### src/rtl/sub_bcd_converter.sv
// sub_bcd_converter: signed 9-bit subtractor result to sign + 3 BCD digits via iterative double-dabble.
// Optional 7-segment decode of the registered digits when SUB_BCD_SEG_EN is defined.
module sub_bcd_converter #(
    parameter bit LEAD_BLANK = 1'b1
) (
    input  logic       clk,
    input  logic       rst_n,
    input  logic [8:0] s,
    input  logic       in_valid,
    output logic       in_ready,
    output logic       out_valid,
    input  logic       out_ready,
    output logic       neg,
    output logic [3:0] hund,
    output logic [3:0] tens,
    output logic [3:0] ones
`ifdef SUB_BCD_SEG_EN
    ,
    output logic [6:0] seg_h,
    output logic [6:0] seg_t,
    output logic [6:0] seg_o,
    output logic       seg_neg
`endif
);
    typedef enum logic [1:0] {IDLE, CONV, DONE} state_t;
    state_t      state_q;
    logic [3:0]  cnt_q;
    logic [8:0]  m_q;
    logic [11:0] bcd_q;
    logic        neg_p_q, neg_q, in_ready_q, out_valid_q;
    logic [3:0]  hund_q, tens_q, ones_q;
    logic [8:0]  mag;
    logic [11:0] adj, bcd_d;
    logic [8:0]  m_d;
    logic [3:0]  hund_d, tens_d;
    always_comb begin
        mag     = s[8] ? 9'd256 - {1'b0, s[7:0]} : {1'b0, s[7:0]};
        adj     = {bcd_q[11:8] >= 4'd5 ? bcd_q[11:8] + 4'd3 : bcd_q[11:8],
                   bcd_q[7:4]  >= 4'd5 ? bcd_q[7:4]  + 4'd3 : bcd_q[7:4],
                   bcd_q[3:0]  >= 4'd5 ? bcd_q[3:0]  + 4'd3 : bcd_q[3:0]};
        bcd_d   = {adj[10:0], m_q[8]};
        // adj[11] is always 0 for a 9-bit magnitude; recirculating it keeps every bit used
        m_d     = {m_q[7:0], adj[11]};
        hund_d  = (LEAD_BLANK && bcd_d[11:8] == 4'd0) ? 4'hF : bcd_d[11:8];
        tens_d  = (LEAD_BLANK && bcd_d[11:4] == 8'd0) ? 4'hF : bcd_d[7:4];
    end
    always_ff @(posedge clk) begin
        if (!rst_n) begin
            state_q     <= IDLE;
            cnt_q       <= '0;
            m_q         <= '0;
            bcd_q       <= '0;
            neg_p_q     <= 1'b0;
            neg_q       <= 1'b0;
            in_ready_q  <= 1'b0;
            out_valid_q <= 1'b0;
            hund_q      <= '0;
            tens_q      <= '0;
            ones_q      <= '0;
        end else begin
            case (state_q)
                IDLE: begin
                    in_ready_q <= 1'b1;
                    if (in_valid && in_ready_q) begin
                        neg_p_q    <= s[8];
                        m_q        <= mag;
                        bcd_q      <= '0;
                        cnt_q      <= '0;
                        in_ready_q <= 1'b0;
                        state_q    <= CONV;
                    end
                end
                CONV: begin
                    bcd_q <= bcd_d;
                    m_q   <= m_d;
                    cnt_q <= cnt_q + 4'd1;
                    if (cnt_q == 4'd8) begin
                        state_q     <= DONE;
                        out_valid_q <= 1'b1;
                        neg_q       <= neg_p_q;
                        hund_q      <= hund_d;
                        tens_q      <= tens_d;
                        ones_q      <= bcd_d[3:0];
                    end
                end
                DONE: begin
                    if (out_ready) begin
                        state_q     <= IDLE;
                        out_valid_q <= 1'b0;
                        in_ready_q  <= 1'b1;
                    end
                end
                default: state_q <= IDLE;
            endcase
        end
    end
    assign in_ready  = in_ready_q;
    assign out_valid = out_valid_q;
    assign neg       = neg_q;
    assign hund      = hund_q;
    assign tens      = tens_q;
    assign ones      = ones_q;
`ifdef SUB_BCD_SEG_EN
    function automatic logic [6:0] seg7(input logic [3:0] d);
        case (d)
            4'd0:    seg7 = 7'h3F;
            4'd1:    seg7 = 7'h06;
            4'd2:    seg7 = 7'h5B;
            4'd3:    seg7 = 7'h4F;
            4'd4:    seg7 = 7'h66;
            4'd5:    seg7 = 7'h6D;
            4'd6:    seg7 = 7'h7D;
            4'd7:    seg7 = 7'h07;
            4'd8:    seg7 = 7'h7F;
            4'd9:    seg7 = 7'h6F;
            default: seg7 = 7'h00;
        endcase
    endfunction
    assign seg_h   = seg7(hund_q);
    assign seg_t   = seg7(tens_q);
    assign seg_o   = seg7(ones_q);
    assign seg_neg = neg_q;
`endif
endmodule
### config.mk
export PLATFORM = sky130hd
export DESIGN_NAME = sub_bcd_converter
export DESIGN_NICKNAME = d
export VERILOG_FILES = /design/src/rtl/sub_bcd_converter.sv
export SDC_FILE = /design/constraint.sdc
export NUM_CORES = 1
export LEC_CHECK = 0
export ABC_AREA = 1
export ABC_CLOCK_PERIOD_IN_PS = 1770
export CORE_MARGIN = 2
export CORE_UTILIZATION = 52
export CTS_CLUSTER_DIAMETER = 150
export DETAILED_ROUTE_END_ITERATION = 8
export GPL_ROUTABILITY_DRIVEN = 0
export HOLD_SLACK_MARGIN = 0.15
export PLACE_DENSITY = 0.74
export SLEW_MARGIN = 20
export SYNTH_ARGS = -nofsm -noshare
export SYNTH_HDL_FRONTEND = slang
export SYNTH_SLANG_ARGS = --single-unit
### constraint.sdc
create_clock -name clk -period 1.77 [get_ports clk]
set_input_delay 0.354 -clock clk [delete_from_list [all_inputs] [get_ports clk]]
set_output_delay 0.354 -clock clk [all_outputs]
set_load 0.005 [all_outputs]
==> results.yml <==
run_status:
  status: "complete, no violations"
timing:
  hold_viol: 0
  rsz0062_at_grt: "no"
  fin_crit_ps: 1584
  tns_ps: 0
  fmax_mhz: 631.2
  fin_skew_ps: 4.379
  hold_slack_ps: 468.9
  tightest_slew_ps: 286.5
  fin_crit_sh_pct: 89.50
  final_max_slew_viol_count: 0
  finalWorstSetupSlack_ps: 185.8
  slew_headroom_pct: 80.90
  setup_viol: 0
setup_path:
  path_common_cell: "inv_1"
  crit_chain: "inv_1 -> ha_1 -> inv_1 -> nand2_2 -> o21ai_2 -> nand3_2 -> nor2_8 -> nand2_4 -> a21oi_1"
  rrSetupSlack_ps: 190
  arrival_ps: 1820
  r2r-start: "bcd_q[8]$_SDFFE_PN0P_"
  critPathCaptureType: "flip-flop"
  worstPathRequired_ps: 2010
  setup.worst_path.start_class: "flip-flop"
  path_class: "flip-flop to flip-flop"
  max_stage_delay_ps: 420
  reg2reg_depth: 9
  worstPathMaxFanout: 5
  critPathSlowestCell: "dfxtp_1"
  r2r_end: "tens[2]$_SDFFE_PN0P_"
global_routing:
  grt_max_degree: 21
  grt_pass1_wl_um: 8597
  grt_pass1_vias: 1992
  antenna_found_initial: 0
  grt_usage_pct: 21.17
  grt_overflow_total: 0
route:
  ant_nets: 0
  avgRoutedWirePerCell_um: 11.99
  wirelength_um: 5059
  vias: 2190
  post-route-drc-count: 0
  viasPerCell: 5.190
  firstDrtPassIters: 4
  first_iter_violations: 117
clock_network:
  tritoncts: "built"
  clock_latency_ps: 300
  clockBufferDepth: 2
  clk_pin_slew_worst_paths_ps: 80
  numCtsBuffers: 5
  cts-root-buf: "clkbuf_8"
  clock_sinks: 43
  cts_resized: 0
  cts.htree.levels: 2
  ctsHoldBuffers: 0
  postCtsSetupBuffers: 0
logic_synthesis:
  synthTopCellsByArea: "dfxtp_1 37%, nand2_1 11%, a21oi_1 7.3%"
  synth_top_family_by_area: "simple AND/OR/NAND/NOR gates"
  async_reset_ff_share_pct: 0
  synth-adder-area-share_pct: 4.813
  synth.mux.area_fraction_pct: 0
  synth_simple_gate_area_share_pct: 30.70
  netlist_instances: 335
  ys_warn_count: 0
  ys_ff_latch: 43
  syn-num-nets: 357
  synth_compound_area_share_pct: 16.47
  synth_cell_types: 35
  synth_top_area_cell: "dfxtp_1"
  postSynthAreaPerCell_um2: 6.984
  synth-edff-count: 0
  yosys.area.top_type_share_pct: 36.79
  seq_area_frac_synth_pct: 36.79
  synthXorXnorAreaFrac_pct: 1.497
  yosys_most_used_dff: "dfxtp_1"
  netlist_area_mm2: 0.002340
layout:
  finish.utilization_pct: 63.79
  postLayoutCellArea_mm2: 0.002778
  layout_commonest_cell: "nand2_1"
  insertedDiodeCount: 0
  final_cell_mix: "66 x nand2_1, 44 x nor2_1, 43 x dfxtp_1"
  synthToLayoutAreaGrowth_pct: 18.72
  fin_nets: 391
  drive_above_1_share_pct: 11.35
  final_cells: 422
min_path:
  holdPathEnd: "m_q[3]$_SDFFE_PN0P_"
  hold_depth: 2
  hp-start: "m_q[3]$_SDFFE_PN0P_"
  hp-class: "flip-flop to flip-flop"
floorplan:
  core_mm2: 0.004354
  dieArea_mm2: 0.005052
  die_y_um: 71.08
  die_w_um: 71.08
  boundaryPins: 28
  fp-row-count: 24
  initial_utilization_pct: 53.74
job:
  drv_cap: 0
power:
  power_mw: 1.866
  powerDensity_mw_per_mm2: 671.9
  leakagePower_nw: 1.223
  vdd_drop_max_uv: 604.4
placement:
  portBuffers: 27
  place_area_mm2: 0.002696
  placed_cells: 414
  place_ws_ps: -19.52
  hpwlAfterDp_um: 3689
## critical path, delay by kind of cell, from the launching register on
family,cells,cell delay (ps)
fa+ha+maj,1,210
flops,1,420
simple gates,4,510
buf+inv,2,150
compound gates,2,230
## cells by family after synthesis
| kind of cell | Yosys count |
|---|---|
| simple gates | 153 |
| compound gates | 73 |
| buf+inv | 53 |
| flops | 43 |
| fa+ha+maj | 9 |
| xor+xnor | 4 |
## synth_stat cells, drive strengths merged, types with 3 or more instances
cell type,number
a21oi,35
buf,7
clkbuf,3
dfxtp,43
ha,9
inv,42
nand2,74
nand3,21
nand4,5
nor2,50
o21ai,32
xor2,3
## area by class of cell
type | instances | area [um2]
Clock buffer | 7 | 76.32
Clock inverter | 1 | 5.005
Fill cell | 427 | 1577
Inverter | 43 | 161.4
Multi-Input combinational cell | 239 | 1251
Sequential cell | 43 | 860.8
Tap cell | 52 | 65.06
Timing Repair Buffer | 37 | 357.8
## routing by layer
metal | global-route usage [%] | vias to the layer above | part of all wire (%) | wire length (um)
met5 | 0 | - | 0 | 0
met4 | 6.499 | 0 | 1.1 | 55
met3 | 3.989 | 7 | 4.1 | 206
met2 | 35.72 | 45 | 46 | 2349
met1 | 27.51 | 984 | 48 | 2448
li1 | - | 1154 | - | -
## how the worst max path moves through the flow
stage	start	to	slack, ps	depth (start not counted)
4_1_cts	cnt_q[0]$_SDFFE_PN0P_	tens[2]$_SDFFE_PN0P_	170	7
3_3_place_gp	s[0]	m_q[2]$_SDFFE_PN0P_	60	8
5_1_grt	cnt_q[0]$_SDFFE_PN0P_	tens[2]$_SDFFE_PN0P_	5	7
3_5_place_dp	s[0]	m_q[2]$_SDFFE_PN0P_	-20	8
2_1_floorplan	bcd_q[8]$_SDFFE_PN0P_	tens[2]$_SDFFE_PN0P_	370	11
6_report	bcd_q[8]$_SDFFE_PN0P_	tens[2]$_SDFFE_PN0P_	190	9
## report_power, final
group	switching (mW)	internal (mW)	total, mW
clock	0.330	0.277	0.607
sequential	0.0181	0.994	1.01
combinational	0.142	0.105	0.247
total	0.490	1.38	1.87
## state kept, by name, summed over array words and instances, names as in the netlist
register / flops
bcd_q: 12
ones: 4
cnt_q: 4
state_q: 2
neg_p_q: 1
out_valid: 1
m_q: 9
tens: 4
hund: 4
neg: 1
in_ready: 1
Power figures use the tool's default switching activity.
